--- config.mk ---
export PLATFORM = sky130hd
export DESIGN_NAME = mem_arbiter_flat
export DESIGN_NICKNAME = d
export VERILOG_FILES = /design/src/rtl/cpu_types_pkg.sv /design/src/rtl/mem_arbiter_if.sv /design/src/rtl/arb_starve_ctr.sv /design/src/rtl/mem_arbiter.sv /design/src/flat_wrapper.sv
export SDC_FILE = /design/constraint.sdc
export NUM_CORES = 1
export LEC_CHECK = 0
export CORE_ASPECT_RATIO = 0.6
export CORE_MARGIN = 5
export CORE_UTILIZATION = 34
export CTS_CLUSTER_DIAMETER = 120
export DETAILED_ROUTE_END_ITERATION = 12
export GPL_ROUTABILITY_DRIVEN = 0
export PLACE_DENSITY = 0.84
export SYNTH_ARGS = -nofsm -noshare
export SYNTH_HDL_FRONTEND = slang
export SYNTH_SLANG_ARGS = --single-unit
--- constraint.sdc ---
create_clock -name CLK -period 2.8 [get_ports CLK]
set_input_delay 0.84 -clock CLK [delete_from_list [all_inputs] [get_ports CLK]]
set_output_delay 0.84 -clock CLK [all_outputs]
set_load 0.01 [all_outputs]
--- src/rtl/cpu_types_pkg.sv ---
// Shared CPU types: machine word plus the RAM handshake and memory
// arbiter state encodings used by mem_arbiter and its testbench.
package cpu_types_pkg;

  // Machine word used for addresses and data throughout the core.
  typedef logic [31:0] word_t;

  // Status reported by the RAM model on every cycle.
  typedef enum logic [1:0] {
    FREE   = 2'd0,
    BUSY   = 2'd1,
    ACCESS = 2'd2,
    ERROR  = 2'd3
  } ramstate_t;

  // Memory arbiter grant state: idle, serving icache, serving dcache.
  typedef enum logic [1:0] {
    IDLE  = 2'd0,
    ISERV = 2'd1,
    DSERV = 2'd2
  } arb_state_t;

  // Width of a counter that must hold values 0..max inclusive.
  function automatic int ctr_width(input int max);
    return (max < 1) ? 1 : $clog2(max + 1);
  endfunction

endpackage

--- src/rtl/mem_arbiter_if.sv ---
// Bundle of the icache, dcache and RAM port signals seen by mem_arbiter.
// The slave modport is the arbiter's view; master is the environment
// (caches plus RAM model) driving it.
interface mem_arbiter_if;
  import cpu_types_pkg::*;

  // Instruction cache side
  logic      iREN;
  word_t     iaddr;
  logic      iwait;
  word_t     iload;

  // Data cache side
  logic      dREN;
  logic      dWEN;
  word_t     daddr;
  word_t     dstore;
  logic      dwait;
  word_t     dload;

  // RAM port
  logic      ramREN;
  logic      ramWEN;
  word_t     ramaddr;
  word_t     ramstore;
  word_t     ramload;
  ramstate_t ramstate;
  logic      ram_err;

  modport slave (
    input  iREN, iaddr, dREN, dWEN, daddr, dstore, ramload, ramstate,
    output iwait, iload, dwait, dload, ramREN, ramWEN, ramaddr, ramstore, ram_err
  );

  modport master (
    output iREN, iaddr, dREN, dWEN, daddr, dstore, ramload, ramstate,
    input  iwait, iload, dwait, dload, ramREN, ramWEN, ramaddr, ramstore, ram_err
  );

endinterface

--- src/rtl/arb_starve_ctr.sv ---
// Starvation counter for mem_arbiter's fair mode (ARB_FAIR_EN).
// Counts data grants made while an instruction request was waiting,
// saturating at STARVE_MAX; o_force_i tells the arbiter that the next
// idle decision with an instruction request pending must go to the icache.
module arb_starve_ctr
  import cpu_types_pkg::*;
#(
  parameter int STARVE_MAX = 4
) (
  input  logic clk,
  input  logic rst,
  input  logic i_d_grant_starving,  // data grant while iREN was high
  input  logic i_i_grant,           // any instruction grant
  output logic o_force_i
);

  localparam int                CW    = ctr_width(STARVE_MAX);
  localparam logic [CW-1:0]     W_MAX = CW'(STARVE_MAX);

  logic [CW-1:0] r_count;

  // Saturating count of consecutive data grants that bypassed the icache.
  always_ff @(posedge clk or posedge rst) begin
    if (rst) begin
      r_count <= '0;
    end else if (i_i_grant) begin
      r_count <= '0;
    end else if (i_d_grant_starving && (r_count != W_MAX)) begin
      r_count <= r_count + 1'b1;
    end
  end

  assign o_force_i = (r_count == W_MAX);

endmodule

--- src/rtl/mem_arbiter.sv ---
// Single-port RAM arbiter between the icache and dcache request streams.
// Grants one requester at a time, latches its address/store data/op, runs
// the RAM FREE/BUSY/ACCESS/ERROR handshake and returns one completion
// cycle (wait low, load valid) to the granted side.
// Build option: define ARB_FAIR_EN to bound icache starvation to
// STARVE_MAX consecutive data grants; otherwise data has strict priority.
module mem_arbiter
  import cpu_types_pkg::*;
#(
  parameter int STARVE_MAX = 4
) (
  input  logic          CLK,
  input  logic          RST,
  mem_arbiter_if.slave  bus
);

  arb_state_t r_state;
  logic       r_ram_ren;
  logic       r_ram_wen;
  word_t      r_addr;
  word_t      r_store;
  logic       r_ram_err;

  logic       w_d_req;
  logic       w_force_i;
  logic       w_grant_d;
  logic       w_grant_i;
  logic       w_access;
  logic       w_error;
  logic       w_i_done;
  logic       w_d_done;

  // A starvation limit of zero would lock the dcache out entirely.
  if (STARVE_MAX < 1) begin : g_bad_starve_max
    $error("mem_arbiter: STARVE_MAX must be at least 1");
  end

  assign w_d_req  = bus.dREN | bus.dWEN;
  assign w_access = (bus.ramstate == ACCESS);
  assign w_error  = (bus.ramstate == ERROR);

`ifdef ARB_FAIR_EN
  // Fair mode: a pending instruction request overrides data once the
  // data side has won STARVE_MAX times in a row against it.
  arb_starve_ctr #(
    .STARVE_MAX (STARVE_MAX)
  ) u_starve_ctr (
    .clk                (CLK),
    .rst                (RST),
    .i_d_grant_starving (w_grant_d & bus.iREN),
    .i_i_grant          (w_grant_i),
    .o_force_i          (w_force_i)
  );
`else
  // Strict data priority: the icache is never forced ahead.
  assign w_force_i = 1'b0;
`endif

  // Idle-time grant decision; write-vs-read is settled later by dWEN.
  assign w_grant_d = (r_state == IDLE) && w_d_req && !(w_force_i && bus.iREN);
  assign w_grant_i = (r_state == IDLE) && bus.iREN && !w_grant_d;

  // Grant FSM with registered RAM-side outputs. Completion is taken from
  // the live ACCESS status, and an abort is taken when the granted side
  // drops its request; both return to IDLE so every back-to-back access
  // sees one idle cycle with the RAM enables low.
  // NOTE: every register here uses <= so all of them update from the same
  // pre-edge values; a blocking = would let later lines see new values.
  always_ff @(posedge CLK or posedge RST) begin
    if (RST) begin
      r_state   <= IDLE;
      r_ram_ren <= 1'b0;
      r_ram_wen <= 1'b0;
      r_addr    <= '0;
      r_store   <= '0;
      r_ram_err <= 1'b0;
    end else begin
      case (r_state)
        IDLE: begin
          if (w_grant_d) begin
            r_state   <= DSERV;
            r_addr    <= bus.daddr;
            r_store   <= bus.dstore;
            r_ram_wen <= bus.dWEN;
            r_ram_ren <= ~bus.dWEN;
          end else if (w_grant_i) begin
            r_state   <= ISERV;
            r_addr    <= bus.iaddr;
            r_store   <= bus.dstore;
            r_ram_wen <= 1'b0;
            r_ram_ren <= 1'b1;
          end
        end
        ISERV: begin
          if (w_access || !bus.iREN) begin
            r_state   <= IDLE;
            r_ram_ren <= 1'b0;
            r_ram_wen <= 1'b0;
          end
        end
        DSERV: begin
          if (w_access || !w_d_req) begin
            r_state   <= IDLE;
            r_ram_ren <= 1'b0;
            r_ram_wen <= 1'b0;
          end
        end
        default: begin
          r_state   <= IDLE;
          r_ram_ren <= 1'b0;
          r_ram_wen <= 1'b0;
        end
      endcase

      // Sticky error flag: any ERROR seen while an access is outstanding.
      if ((r_state != IDLE) && w_error) begin
        r_ram_err <= 1'b1;
      end
    end
  end

  // Completion is combinational on ACCESS so the wait drops in the very
  // cycle the RAM delivers; the other requester never sees a pulse.
  assign w_i_done = (r_state == ISERV) && w_access;
  assign w_d_done = (r_state == DSERV) && w_access;

  assign bus.iwait    = ~w_i_done;
  assign bus.dwait    = ~w_d_done;
  assign bus.iload    = w_i_done ? bus.ramload : '0;
  assign bus.dload    = w_d_done ? bus.ramload : '0;

  assign bus.ramREN   = r_ram_ren;
  assign bus.ramWEN   = r_ram_wen;
  assign bus.ramaddr  = r_addr;
  assign bus.ramstore = r_store;
  assign bus.ram_err  = r_ram_err;

endmodule

--- src/flat_wrapper.sv ---
// flat-port wrapper written by rule: the top's interface ports become plain ports
module mem_arbiter_flat import cpu_types_pkg::*;
#(
  parameter int STARVE_MAX = 4
)
  (CLK, RST, bus_iREN, bus_iaddr, bus_dREN, bus_dWEN, bus_daddr, bus_dstore, bus_ramload, bus_ramstate, bus_iwait, bus_iload, bus_dwait, bus_dload, bus_ramREN, bus_ramWEN, bus_ramaddr, bus_ramstore, bus_ram_err);
  mem_arbiter_if bus_i ();
  input  logic CLK;
  input  logic RST;
  input wire logic [$bits(bus_i.iREN)-1:0] bus_iREN;
  input wire logic [$bits(bus_i.iaddr)-1:0] bus_iaddr;
  input wire logic [$bits(bus_i.dREN)-1:0] bus_dREN;
  input wire logic [$bits(bus_i.dWEN)-1:0] bus_dWEN;
  input wire logic [$bits(bus_i.daddr)-1:0] bus_daddr;
  input wire logic [$bits(bus_i.dstore)-1:0] bus_dstore;
  input wire logic [$bits(bus_i.ramload)-1:0] bus_ramload;
  input wire logic [$bits(bus_i.ramstate)-1:0] bus_ramstate;
  output wire logic [$bits(bus_i.iwait)-1:0] bus_iwait;
  output wire logic [$bits(bus_i.iload)-1:0] bus_iload;
  output wire logic [$bits(bus_i.dwait)-1:0] bus_dwait;
  output wire logic [$bits(bus_i.dload)-1:0] bus_dload;
  output wire logic [$bits(bus_i.ramREN)-1:0] bus_ramREN;
  output wire logic [$bits(bus_i.ramWEN)-1:0] bus_ramWEN;
  output wire logic [$bits(bus_i.ramaddr)-1:0] bus_ramaddr;
  output wire logic [$bits(bus_i.ramstore)-1:0] bus_ramstore;
  output wire logic [$bits(bus_i.ram_err)-1:0] bus_ram_err;
  assign bus_i.iREN = bus_iREN;
  assign bus_i.iaddr = bus_iaddr;
  assign bus_i.dREN = bus_dREN;
  assign bus_i.dWEN = bus_dWEN;
  assign bus_i.daddr = bus_daddr;
  assign bus_i.dstore = bus_dstore;
  assign bus_i.ramload = bus_ramload;
  assign bus_i.ramstate = bus_ramstate;
  assign bus_iwait = bus_i.iwait;
  assign bus_iload = bus_i.iload;
  assign bus_dwait = bus_i.dwait;
  assign bus_dload = bus_i.dload;
  assign bus_ramREN = bus_i.ramREN;
  assign bus_ramWEN = bus_i.ramWEN;
  assign bus_ramaddr = bus_i.ramaddr;
  assign bus_ramstore = bus_i.ramstore;
  assign bus_ram_err = bus_i.ram_err;
  mem_arbiter #(.STARVE_MAX(STARVE_MAX)) u_core (.CLK(CLK), .RST(RST), .bus(bus_i));
endmodule
======== Word-level counts from Yosys, hierarchy flattened ========
Index checks and enable logic that the tools add are counted.
word-level totals
  register bits after elaboration ......... 69
  bits of input ports ..................... 135
  output and inout port bits .............. 133
  logic and storage cells ................. 52
operators by class
  equal/unequal tests ..................... 7
  multiplexer cells ....................... 19
  bitwise gates (word level) .............. 4
  reductions and logical operators ........ 16
operators with widths
  operator              number
  $mux W32              6
  $mux W2               4
  $eq A2 B2 Y1 const B  3
  $logic_and A1 B1 Y1   6
  $mux W1               6
  $pmux W1 S3           2
  $pmux W2 S3           1
  $ne A2 B1 Y1 const B  2
  $reduce_bool A2 Y1    2
  $logic_not A1 Y1      3
  $ne A3 B1 Y1 const B  1
  $not A1 Y1            3
  $reduce_and A3 Y1     1
  $eq A2 B1 Y1 const B  1
  $logic_not A2 Y1      1
  $logic_or A1 B1 Y1    2
  $reduce_and A2 Y1     1
  $or A1 B1 Y1          1

======== Depth between registers and ports, before layout ========
Gate-level depths: netlist (run 1).
  depth in word-level cells ............... 7
  depth in mapped cells ................... 7
  mapped depth without buffers ............ 4

======== Worst setup path before layout (run 1) ========
OpenSTA, ideal clock, no wires.
  path type ............................... input -> output
  start point ............................. input port bus_ramstate[1]
  end point ............................... output port bus_dload[22]
  data arrival time ....................... 1.700 ns
  required time ........................... 1.960 ns
  setup slack ............................. 0.260 ns
  stages .................................. 5
  path buffers ............................ 1
  cell sequence ........................... nor2b_1 -> nand2_1 -> nor2_1 -> clkbuf_1 -> and2_1
between the ends
  cells in the longest elaborated chain, start to end .. 3
RTL lines
  item                 RTL line            text
  start: declaration   flat_wrapper.sv:17  input wire logic [$bits(bus_i.ramstate)-1:0] bus_ramstate;
  $eq A2 B2 Y1         mem_arbiter.sv:39   assign w_access = (bus.ramstate == ACCESS);
  $logic_and A1 B1 Y1  mem_arbiter.sv:125  assign w_d_done = (r_state == DSERV) && w_access;
  $mux W32             mem_arbiter.sv:130  assign bus.dload = w_d_done ? bus.ramload : '0;
  end: declaration     flat_wrapper.sv:21  output wire logic [$bits(bus_i.dload)-1:0] bus_dload;
Every way passes these cells.

======== Worst setup path after layout (run 1) ========
  start point ............................. input port bus_ramstate[0]
  end point ............................... output port bus_dload[18]
The elaborated chain is that of the path after synthesis.

==> flow_summary.ini, run 1 <==
[clocking]
cts_tree = done
clk_latency_ps = 320
cts_made_buffers = 9
postCtsHoldBufs = 0
cts_buffer_depth = 2
h-tree-depth = 3
clock-sinks = 69
root_buffer = clkbuf_16
clkSlewWorstSetupHoldPaths_ps = 50

[critical_path]
startpoint = bus_ramstate[0]
r2r_end = u_core.bus.ramaddr[24]
worstRegToRegCells = 7
cp-end-kind = primary output
crit_end = bus_dload[18]
rrSetupSlack_ps = 1200
crit_fanout = 5
critPathLaunchType = primary input
crit_arrival_ps = 1970
critPathKind = in -> out
worstPathRequired_ps = 1960
reg2reg_from = u_core.r_state[0]

[floorplanning]
io_pins = 268
dieArea_um2 = 12300
core_um2 = 9880
die_w_um = 140
rows = 28
die_h_um = 88.0
initial_core_util_pct = 34.9

[synth]
ys_types = 27
synth.net_count = 443
ys_seq_area_share_pct = 50.1
ys_ff_latch = 69
syn_area_um2 = 3450
syn_avg_cell_area_um2 = 11.2
synthArstFlopShare_pct = 100
syn_inst = 308
yosys_most_used_dff = dfrtp_1
synth_edf_count = 0
ys_warn_count = 0

[sta]
finalCritPeriodShare_pct = 101
hold_viol = 0
skew_ps = 5.82
setup_ws_ps = -14.9
finalSetupViolCount = 2
tightest_slew_ps = 321
max_slew_margin_pct = 78.7
holdWs_ps = 478
slew_violations = 0
fin_crit_ps = 2810
clock.fmax_mhz = 355
grt_setup_unrepaired = yes

[global_routing]
grt_start_max_net_pins = 48
grt_antenna_before_repair = 1
grt_pass1_vias = 3458
grt-ovfl-total = 0
grt_use_total_pct = 19.0
grt_pass1_wl_mm = 18.4

[layout]
final_cell_count_no_fill = 726
antenna_cells = 0
layout_common_cells = 199 x clkdlybuf4s50_1, 69 x dfrtp_1, 61 x and2_1
nNetsFinal = 721
final_common_cell = clkdlybuf4s50_1
utilization_pct = 66.9
syn2layout_area_growth_pct = 91.7
layout-drive-gt1-share_pct = 20.5
final.fill_count = 776

[power]
powerDensity_nw_per_um2 = 557
leakagePower_nw = 2.94
power_mw = 3.68
ir_drop_mv = 0.349

[place]
place_ws_ps = -774
dp.cells = 700
dp_hpwl_mm = 9.84
io_buffers = 267

[min_path]
hp-class = reg -> reg

[routing]
drt_iter0_markers = 106
first_pass_iters = 4
finalWirelength_mm = 12.4
wl_per_cell_um = 17.1
via_count = 3236
drtAntennaViolNets = 0
routed_via_density = 4.46
remaining_drc_errors = 0

[outcome]
violations = negative setup slack
status = finished with violations

[run]
cap_violations = 0
worst min-delay path by stage:
stage | cells after the start | end | start | slack [ps]
6_report | 2 | u_core.bus.ramaddr[5] | u_core.bus.ramaddr[5] | 480
5_1_grt | 2 | u_core.bus.ramaddr[7] | u_core.bus.ramaddr[7] | 510
4_1_cts | 2 | u_core.bus.ramaddr[5] | u_core.bus.ramaddr[5] | 480
3_5_place_dp | 2 | u_core.bus.ramaddr[5] | u_core.bus.ramaddr[5] | 470
3_3_place_gp | 1 | u_core.bus.ram_err | u_core.bus.ram_err | 460
2_1_floorplan | 1 | u_core.bus.ram_err | u_core.bus.ram_err | 510
layer usage:
layer	track usage (%)	part of all wire, %	vias up
met5	0	0.072	-
met4	4.49	1.0	2
met3	7.75	7.7	12
met2	31.0	49	120
met1	23.9	42	1512
li1	-	-	1590
through the flow:
stage	setup TNS, ps	area (um^2)
floorplan	0	3450
global placement	-46100	6300
detailed placement	-47070	6300
CTS	-29.9	6660
global route	-120	6610
finish	-15.2	6610
final cells by class:
type                       instances  area, um^2  share of cell area [%]
tap                              135         169                    2.55
clock buffer                      13         260                    3.94
multi-input combinational        214        1590                    24.1
timing repair buffer             288        2810                    42.4
inverter                           4        15.0                   0.227
sequential                        69        1730                    26.1
clock inverter                     3        43.8                   0.662
repair_timing:
| action | CTS | global route |
|---|---|---|
| gates resized for setup | 146 | 45 |
| cloned | 1 | 0 |
| setup buffers | 8 | 1 |
| endpoints found under the setup margin | 66 | 41 |
state kept, by name (all words and copies together), names as in the netlist:
signal	flops
u_core.bus.ramREN	1
u_core.r_state	2
u_core.bus.ramWEN	1
u_core.bus.ramstore	32
u_core.bus.ramaddr	32
u_core.bus.ram_err	1
critical path: stages:
cell and delay, ps:
buf_8 100, nor2b_4 120, nand2_2 80, nor2_4 140, clkbuf_16 160, buf_8 110, buf_6 100, buf_6 80
and2_4 140, buf_6 100
cell usage after synthesis (3+ instances only):
library cell  number  area [um^2]
dfrtp_1           69         1730
and2_1            65          407
nand2_1           35          131
mux2_2            33          372
mux2i_1           32          320
o21ai_1           23          115
o21ai_2           10         87.6
clkbuf_1           8         30.0
buf_2              7         35.0
inv_1              4         15.0
buf_8              3         45.0
nor2_1             3         11.3
cell families (layout without fill, tap and decap cells):
group / after synthesis / in the layout / synth area share (%)
AND/OR/NAND/NOR: 111 / 111 / 17.9
flip-flops: 69 / 69 / 50.1
multiplexers: 65 / 65 / 20.1
AO/OA/AOI/OAI: 38 / 38 / 7.37
buffers and inverters: 25 / 308 / 4.64
report_power, final:
part	total [mW]	internal, mW	switching [mW]
Sequential	1.31	1.20	0.110
Combinational	1.24	0.757	0.485
Clock	1.13	0.738	0.388
Power figures use the tool's default switching activity.
==> run 2: changes to the inputs <==
--- a/config.mk
+++ b/config.mk
@@ -12,6 +12,7 @@
 export DETAILED_ROUTE_END_ITERATION = 12
 export GPL_ROUTABILITY_DRIVEN = 0
 export PLACE_DENSITY = 0.84
+export SKIP_LAST_GASP = 1
 export SYNTH_ARGS = -nofsm -noshare
 export SYNTH_HDL_FRONTEND = slang
 export SYNTH_SLANG_ARGS = --single-unit
==> run 2 against run 1 <==
The run still ends with negative setup slack left; global-route usage is essentially flat; non-clock buffer count is the same; combinational power is essentially flat; power grew 0.14%; sequential cell count is the same; via count grew 0.62%; hold slack is the same; cell count is the same; clock power is essentially flat; routed wire length grew 0.53%; utilization grew 0.43 points; critical path type unchanged; largest cell class unchanged; highest routed layer unchanged.
==> flow_summary.ini, run 2 (same netlist as run 1, synthesis figures left out) <==
[layout]
syn2layout_area_growth_pct = 93.0
utilization_pct = 67.4
nNetsFinal = 721
final_common_cell = clkdlybuf4s50_1
layout-drive-gt1-share_pct = 20.8
antenna_cells = 0
layout_common_cells = 226 x clkdlybuf4s50_1, 69 x dfrtp_1, 59 x and2_1

[power]
powerDensity_nw_per_um2 = 554
ir_drop_mv = 0.348
leakagePower_nw = 2.88

[critical_path]
critPathLaunchType = primary input
worstPathRequired_ps = 1960
cp_slowest_cell = clkdlybuf4s50_1
cp_slowest_stage_delay_ps = 540
cp-end-kind = primary output
crit_arrival_ps = 2200
crit_fanout = 33
path_cells = buf_8 -> nor2b_4 -> nand2_1 -> nor2_2 -> buf_12 -> and2_1 -> clkdlybuf4s50_1
critPathKind = in -> out

[sta]
setup_ws_ps = -245
hold_viol = 0
slew_violations = 0
finalCritPeriodShare_pct = 109
fin_crit_ps = 3040
tightest_slew_ps = 323
skew_ps = 5.72
fin_setup_tns_ps = -6050
clock.fmax_mhz = 328
max_slew_margin_pct = 78.6
finalSetupViolCount = 30
grt_setup_unrepaired = yes

[place]
io_buffers = 267
dp_hpwl_mm = 9.84

[clocking]
clkSlewWorstSetupHoldPaths_ps = 50
clk_latency_ps = 320
clock-sinks = 69
root_buffer = clkbuf_16
cts_buffer_depth = 2
h-tree-depth = 3
cts_made_buffers = 9
cts_tree = done

[routing]
remaining_drc_errors = 0
via_count = 3256
first_pass_iters = 4
wl_per_cell_um = 17.2
finalWirelength_mm = 12.5
routed_via_density = 4.48
drt_iter0_markers = 102
drtAntennaViolNets = 0

[global_routing]
grt_pass1_wl_mm = 18.4
grt-ovfl-total = 0
grt_pass1_vias = 3464
grt_start_max_net_pins = 48
grt_use_total_pct = 19.0
grt_antenna_before_repair = 1

[floorplanning]
rows = 28
die_h_um = 88.0
die_w_um = 140
dieArea_um2 = 12300
core_um2 = 9880
initial_core_util_pct = 34.9
io_pins = 268

[outcome]
violations = negative setup slack
status = finished with violations

[min_path]
hp-class = reg -> reg

[run]
cap_violations = 0
run 2: cell type report:
class	instances	area (um^2)
fill	752	3230
inverter	4	15.0
clock buffer	13	260
multi-input combinational	214	1600
sequential	69	1730
clock inverter	3	43.8
timing repair buffer	288	2840
tap	135	169
run 2: metal layers:
metal / share of wire, % / GRT usage [%] / vias up
met5: 0.072 / 0 / -
met4: 1.2 / 4.49 / 2
met3: 7.3 / 7.80 / 14
met2: 49 / 31.0 / 126
met1: 42 / 24.0 / 1521
li1: - / - / 1593
run 2: per-stage QoR:
stage          setup WS, ps  cells  power, mW  area (um^2)  hold WS [ps]
6_report               -245    726       3.69         6650           478
5_1_grt                -296    726       3.89         6650           510
4_1_cts                -198    725       3.73         6680           483
3_5_place_dp           -774    700       2.57         6300           471
3_3_place_gp           -778    700       2.54         6300           459
2_1_floorplan           220    308       1.80         3450           513
run 2: what timing repair did:
item	4_1_cts	5_1_grt
setup buffers	8	1
hold buffers	0	0
setup endpoints to repair	66	59
gates resized for setup	89	51
pin swaps	0	1
cloned	1	0
run 2: worst paths after layout:
check,startpoint,to,slack (ps),cells past startpoint
max in group asynchronous,RST,u_core.bus.ramaddr[7],1490,3
min reg2reg,u_core.bus.ramaddr[5],u_core.bus.ramaddr[5],480,2
min in group asynchronous,RST,u_core.bus.ramstore[24],790,2
max reg2reg,u_core.r_state[0],u_core.bus.ramaddr[24],1200,7
max,bus_ramstate[0],bus_iload[10],-240,7
min,u_core.bus.ramaddr[5],u_core.bus.ramaddr[5],480,2
run 2: power breakdown:
part	switching, mW	internal, mW	leakage, nW
clock	0.388	0.738	0.150
sequential	0.110	1.20	0.828
combinational	0.487	0.761	1.90
total	0.985	2.70	2.88
run 2: worst max-delay path, delay by kind of cell:
kind,cells,cell delay [ps]
simple gates,4,520
buf+inv,3,820
==> run 3: changes to the inputs <==
--- a/config.mk
+++ b/config.mk
@@ -12,6 +12,7 @@
 export DETAILED_ROUTE_END_ITERATION = 12
 export GPL_ROUTABILITY_DRIVEN = 0
 export PLACE_DENSITY = 0.84
+export RECOVER_POWER = 100
 export SKIP_LAST_GASP = 1
 export SYNTH_ARGS = -nofsm -noshare
 export SYNTH_HDL_FRONTEND = slang
==> run 3 against run 2 <==
The run still ends with negative setup slack left; global-route usage stayed put; sequential power hardly changed; maximum frequency hardly changed; critical path depth stayed put; die area stayed put; power is 3.6% lower; sequential cell count stayed put; clock skew hardly changed; sequential share of layout area is 0.49 points higher; critical path type unchanged; highest routed layer unchanged.
==> flow_summary.ini, run 3 (same netlist as run 1, synthesis figures left out) <==
[layout]
nNetsFinal = 721
layout_common_cells = 157 x clkdlybuf4s50_1, 69 x dlygate4sd3_1, 69 x dfrtp_1
layout-drive-gt1-share_pct = 18.8
antenna_cells = 0
design_area_um2 = 6530
syn2layout_area_growth_pct = 89.4
final_common_cell = clkdlybuf4s50_1

[sta]
clock.fmax_mhz = 329
finalSetupViolCount = 37
tightest_slew_ps = 989
grt_setup_unrepaired = yes
slew_violations = 0
max_slew_margin_pct = 34.1
hold_viol = 0
fin_crit_ps = 3040
finalCritPeriodShare_pct = 109
setup_ws_ps = -244
skew_ps = 5.55

[global_routing]
grt_use_total_pct = 19.0
grt-ovfl-total = 0
grt_use_met2_pct = 31.0
use_met3_pct = 7.80
grt_pass1_vias = 3464
grt_start_max_net_pins = 48
grt_pass1_wl_mm = 18.4
grt_antenna_before_repair = 1
busiest_layer = met2
met1_usage_pct = 24.0

[clocking]
h-tree-depth = 3
clkSlewWorstSetupHoldPaths_ps = 50
cts_buffer_depth = 2
cts_made_buffers = 9
cts_tree = done
root_buffer = clkbuf_16
clk_latency_ps = 320
clock-sinks = 69

[power]
power_frac_clock_pct = 31.7
cellInternalPower_mw = 2.59
power_mw = 3.56
ir_drop_mv = 0.348
p_switching_uw = 961
powerDensity_nw_per_um2 = 544
leakagePower_nw = 2.89
pwr-share-seq_pct = 36.7
share_comb_of_total_power_pct = 31.7
p_sw_share_pct = 27.0

[floorplanning]
dieArea_um2 = 12300
rows = 28
io_pins = 268
die_w_um = 140
die_h_um = 88.0
initial_core_util_pct = 34.9
core_um2 = 9880

[min_path]
hp-class = reg -> reg
holdPathStages = 2
hold_end = u_core.bus.ramaddr[5]
hold_start = u_core.bus.ramaddr[5]

[routing]
via_count = 3267
remaining_drc_errors = 0
first_pass_iters = 4
wl_per_cell_um = 17.2
drtAntennaViolNets = 0
finalWirelength_mm = 12.5
drt_iter0_markers = 105
routed_via_density = 4.50

[place]
dp_hpwl_mm = 9.84
placed_area_um2 = 6300
io_buffers = 267

[critical_path]
crit_fanout = 33
critPathLaunchType = primary input
worstRegToRegCells = 7
cp_slowest_stage_delay_ps = 540
cp_slowest_cell = clkdlybuf4s50_1
reg2reg_from = u_core.r_state[0]
rrSetupSlack_ps = 760
path_cells = buf_8 -> nor2b_4 -> nand2_1 -> nor2_2 -> buf_12 -> and2_1 -> clkdlybuf4s50_1
critPathKind = in -> out
crit_arrival_ps = 2200
worstPathRequired_ps = 1960
r2r_end = u_core.bus.ramaddr[24]
cp-end-kind = primary output

[outcome]
status = finished with violations
violations = negative setup slack

[run]
cap_violations = 0
## run 3: critical path, delay by kind of cell
| kind | cells | cell delay [ps] |
|---|---|---|
| buffers and inverters | 3 | 830 |
| AND/OR/NAND/NOR | 4 | 530 |
## run 3: layout make-up
type                    count  area, um^2
clock buffers              13         260
clock inverters             3        43.8
fillers                   775        3350
inverters                   4        15.0
multi-input cells         214        1570
flip-flops and latches     69        1730
well taps                 135         169
repair buffers            288        2750
## run 3: power by group through the flow
stage | Combinational (mW) | Sequential (mW) | Clock, mW
after floorplan | 0.386 | 1.42 | 0
after global placement | 1.22 | 1.31 | 0
after detailed placement | 1.24 | 1.33 | 0
after CTS | 1.26 | 1.32 | 1.16
after global routing | 1.21 | 1.34 | 1.21
final | 1.13 | 1.30 | 1.13
## run 3: what timing repair did
item | CTS | global route
gates cloned | 1 | 0
hold buffers | 0 | 0
resized for setup | 89 | 51
buffers inserted | 8 | 1
setup endpoints to repair | 66 | 59
pin swaps | 0 | 1
## run 3: how the worst max path moves through the flow
stage	start	end
after floorplan	RST	u_core.bus.ramREN
after global placement	bus_ramstate[1]	bus_dload[18]
after detailed placement	bus_ramstate[1]	bus_iload[23]
after CTS	bus_ramstate[0]	bus_iload[10]
after global routing	bus_ramstate[0]	bus_iload[10]
final	bus_ramstate[0]	bus_iload[24]
## run 3: through the flow
stage / hold slack [ps] / utilization (%) / worst slack, ps / std cells / setup TNS, ps
2_1_floorplan: 513 / - / 220 / 308 / 0
3_3_place_gp: 459 / 63.8 / -778 / 700 / -46100
3_5_place_dp: 471 / 63.8 / -774 / 700 / -47070
4_1_cts: 483 / 67.6 / -198 / 725 / -5830
5_1_grt: 501 / 66.1 / -296 / 726 / -9590
6_report: 473 / 66.1 / -244 / 726 / -6490
## run 3: routing by layer
layer / routed length [um] / share of wire [%]
met2: 6200 / 50
met5: 9 / 0.072
met4: 151 / 1.2
met3: 1030 / 8.3
met1: 5090 / 41
==> RTL edit: new RTL, config.mk and constraints of run 2 <==
The 3 states of `arb_state_t` get a one-hot encoding in 3 bits.
--- a/src/rtl/cpu_types_pkg.sv
+++ b/src/rtl/cpu_types_pkg.sv
@@ -15,8 +15,8 @@
 
   // Memory arbiter grant state: idle, serving icache, serving dcache.
-  typedef enum logic [1:0] {
-    IDLE  = 2'd0,
-    ISERV = 2'd1,
-    DSERV = 2'd2
+  typedef enum logic [2:0] {
+    IDLE  = 3'b001,
+    ISERV = 3'b010,
+    DSERV = 3'b100
   } arb_state_t;
 
Check against the original RTL: no difference found for any inputs over 10 cycles, from zero or initial values and one cycle with RST high; not proved beyond that.
==> RTL edit against run 2 <==
The run still ends with negative setup slack left; global-route usage grew 1.0 points; design area increased by 0.66%; synthesized area increased by 3.6%; synthesized cell count rose by 1.3%; wire length increased by 4.8%; worst setup slack improved by 0.15 ns; sequential share of layout area increased by 0.22 points; sequential cell count increased by 1; critical path type unchanged; largest cell class unchanged.
Power is not compared: it rests on default switching activity, and its combinational part moved more than twofold at a synthesized area within 25%.
==> RTL edit: results (changes against run 2) <==
- The share of power burned in the clock network is 0.195.
- The global-route wire length before repair is 19.7 mm (was 18.4 mm).
- The pin count of the biggest net entering global routing is 76 (was 48).
- The number of global-route vias before repair came to 3599 (was 3464).
- The portion of the post-synthesis area used by sequential elements is 0.491 (was 0.501).
- The total negative slack is -0.243 ns (was -6.05 ns).
- The final number of setup-violating endpoints is 9 (was 30).
- The distinct cell type count of the synthesized netlist is 26 (was 27).
- The actual transition at the worst max-transition pin was 0.456 ns (was 0.323 ns).
- The number of standard cells in the final layout excluding fillers is 737 (was 726).
- The number of filler instances in the final layout is 849 (was 752).
- The arrival time of the worst setup path is 2.06 ns (was 2.20 ns).
- The number of antenna violations at the first check in global routing is 0 (was 1).
- The number of resized instances in the post-cts repair step is 190 (was 89).
- The synthesized instance count is 312 (was 308).
- The worst stage delay on the critical path was 0.24 ns (was 0.54 ns).
- Outcome: finished with violations (unchanged).
- The wire length after detailed routing is 13.1 mm (was 12.5 mm).
- The fraction of layout instances using a drive strength above 1 is 0.274 (was 0.208).
- The count of nets after finishing was 728 (was 721).
- Leading cell types by total area after synthesis: sky130_fd_sc_hd__dfrtp_1, sky130_fd_sc_hd__mux2_4, sky130_fd_sc_hd__and2_1 (was sky130_fd_sc_hd__dfrtp_1, sky130_fd_sc_hd__and2_1, sky130_fd_sc_hd__mux2_2).
- The highest fanout seen on the critical path is 3 (was 33).
- The number of buffers inserted by post-CTS setup repair was 11 (was 8).
- The global router's overall resource usage is 0.200 (was 0.190).
- The violation count after the first detailed-routing iteration was 118 (was 102).
- The count of placed standard cells including taps is 707 (was 700).
- The post-synth net total is 447 (was 443).
- Most frequent cells after synthesis: sky130_fd_sc_hd__dfrtp_1, sky130_fd_sc_hd__and2_1, sky130_fd_sc_hd__nor2_1, sky130_fd_sc_hd__a21oi_1, sky130_fd_sc_hd__mux2i_1 (was sky130_fd_sc_hd__dfrtp_1, sky130_fd_sc_hd__and2_1, sky130_fd_sc_hd__nand2_1, sky130_fd_sc_hd__mux2_2, sky130_fd_sc_hd__mux2i_1).
- The final worst setup slack is -0.0952 ns (was -0.245 ns).
- The final worst clock skew came to 0.00793 ns (was 0.00572 ns).
- The minimum setup slack among reg-to-reg paths came to 0.73 ns (was 1.20 ns).
- The synthesized-area fraction occupied by ao, oa, aoi and oai cells is 0.0588 (was 0.0737).
- Violations in the final reports: negative setup slack (unchanged).
- The worst slack after detailed placement is -0.712 ns (was -0.774 ns).
[RTL edit: cell types whose count changed after synthesis, sizes merged, moves of 3 or more]
cell | run 2 | this run
a21oi | 0 | 33
nor3b | 0 | 3
nor2b | 1 | 4
nor2 | 5 | 35
nand2 | 35 | 1
o21ai | 34 | 1
[RTL edit: worst reg2reg max path, delay by kind of cell, from the launching register on]
| kind | cells | cell delay (ns) |
|---|---|---|
| and+or+nand+nor | 1 | 0.39 |
| muxes | 1 | 0.42 |
| buffers and inverters | 1 | 0.31 |
| DFF | 1 | 0.62 |
| AOI/OAI and AO/OA | 1 | 0.21 |
[RTL edit: logic make-up after synthesis]
group,after synthesis
AND/OR/NAND/NOR,113
flip-flops,70
multiplexers,65
AO/OA/AOI/OAI,39
buffers and inverters,25
[RTL edit: final cells by class]
type | instances | area (sq um) | area share
Timing Repair Buffer | 291 | 2720 | 0.406
Sequential cell | 70 | 1750 | 0.262
Multi-Input combinational cell | 217 | 1730 | 0.258
Clock buffer | 10 | 239 | 0.0357
Tap cell | 139 | 174 | 0.0260
Clock inverter | 6 | 68.8 | 0.0103
Inverter | 4 | 15.0 | 0.00224
[RTL edit: worst paths after layout]
| kind | endpoint | startpoint | cells past startpoint |
|---|---|---|---|
| min | u_core.bus.ram_err | u_core.bus.ram_err | 1 |
| min in group asynchronous | u_core.bus.ramstore[25] | RST | 3 |
| min reg2reg | u_core.bus.ram_err | u_core.bus.ram_err | 1 |
| max reg2reg | u_core.bus.ramstore[13] | u_core.r_state[0] | 4 |
| max | bus_iload[17] | bus_ramstate[0] | 9 |
| max in group asynchronous | u_core.r_state[0] | RST | 3 |
[RTL edit: routing by layer]
metal	global-route usage	share of wire	wire length, microns
met2	0.338	0.50	6600
met4	0.0656	0.019	247
met5	0	0	0
met1	0.250	0.41	5420
met3	0.0593	0.064	842
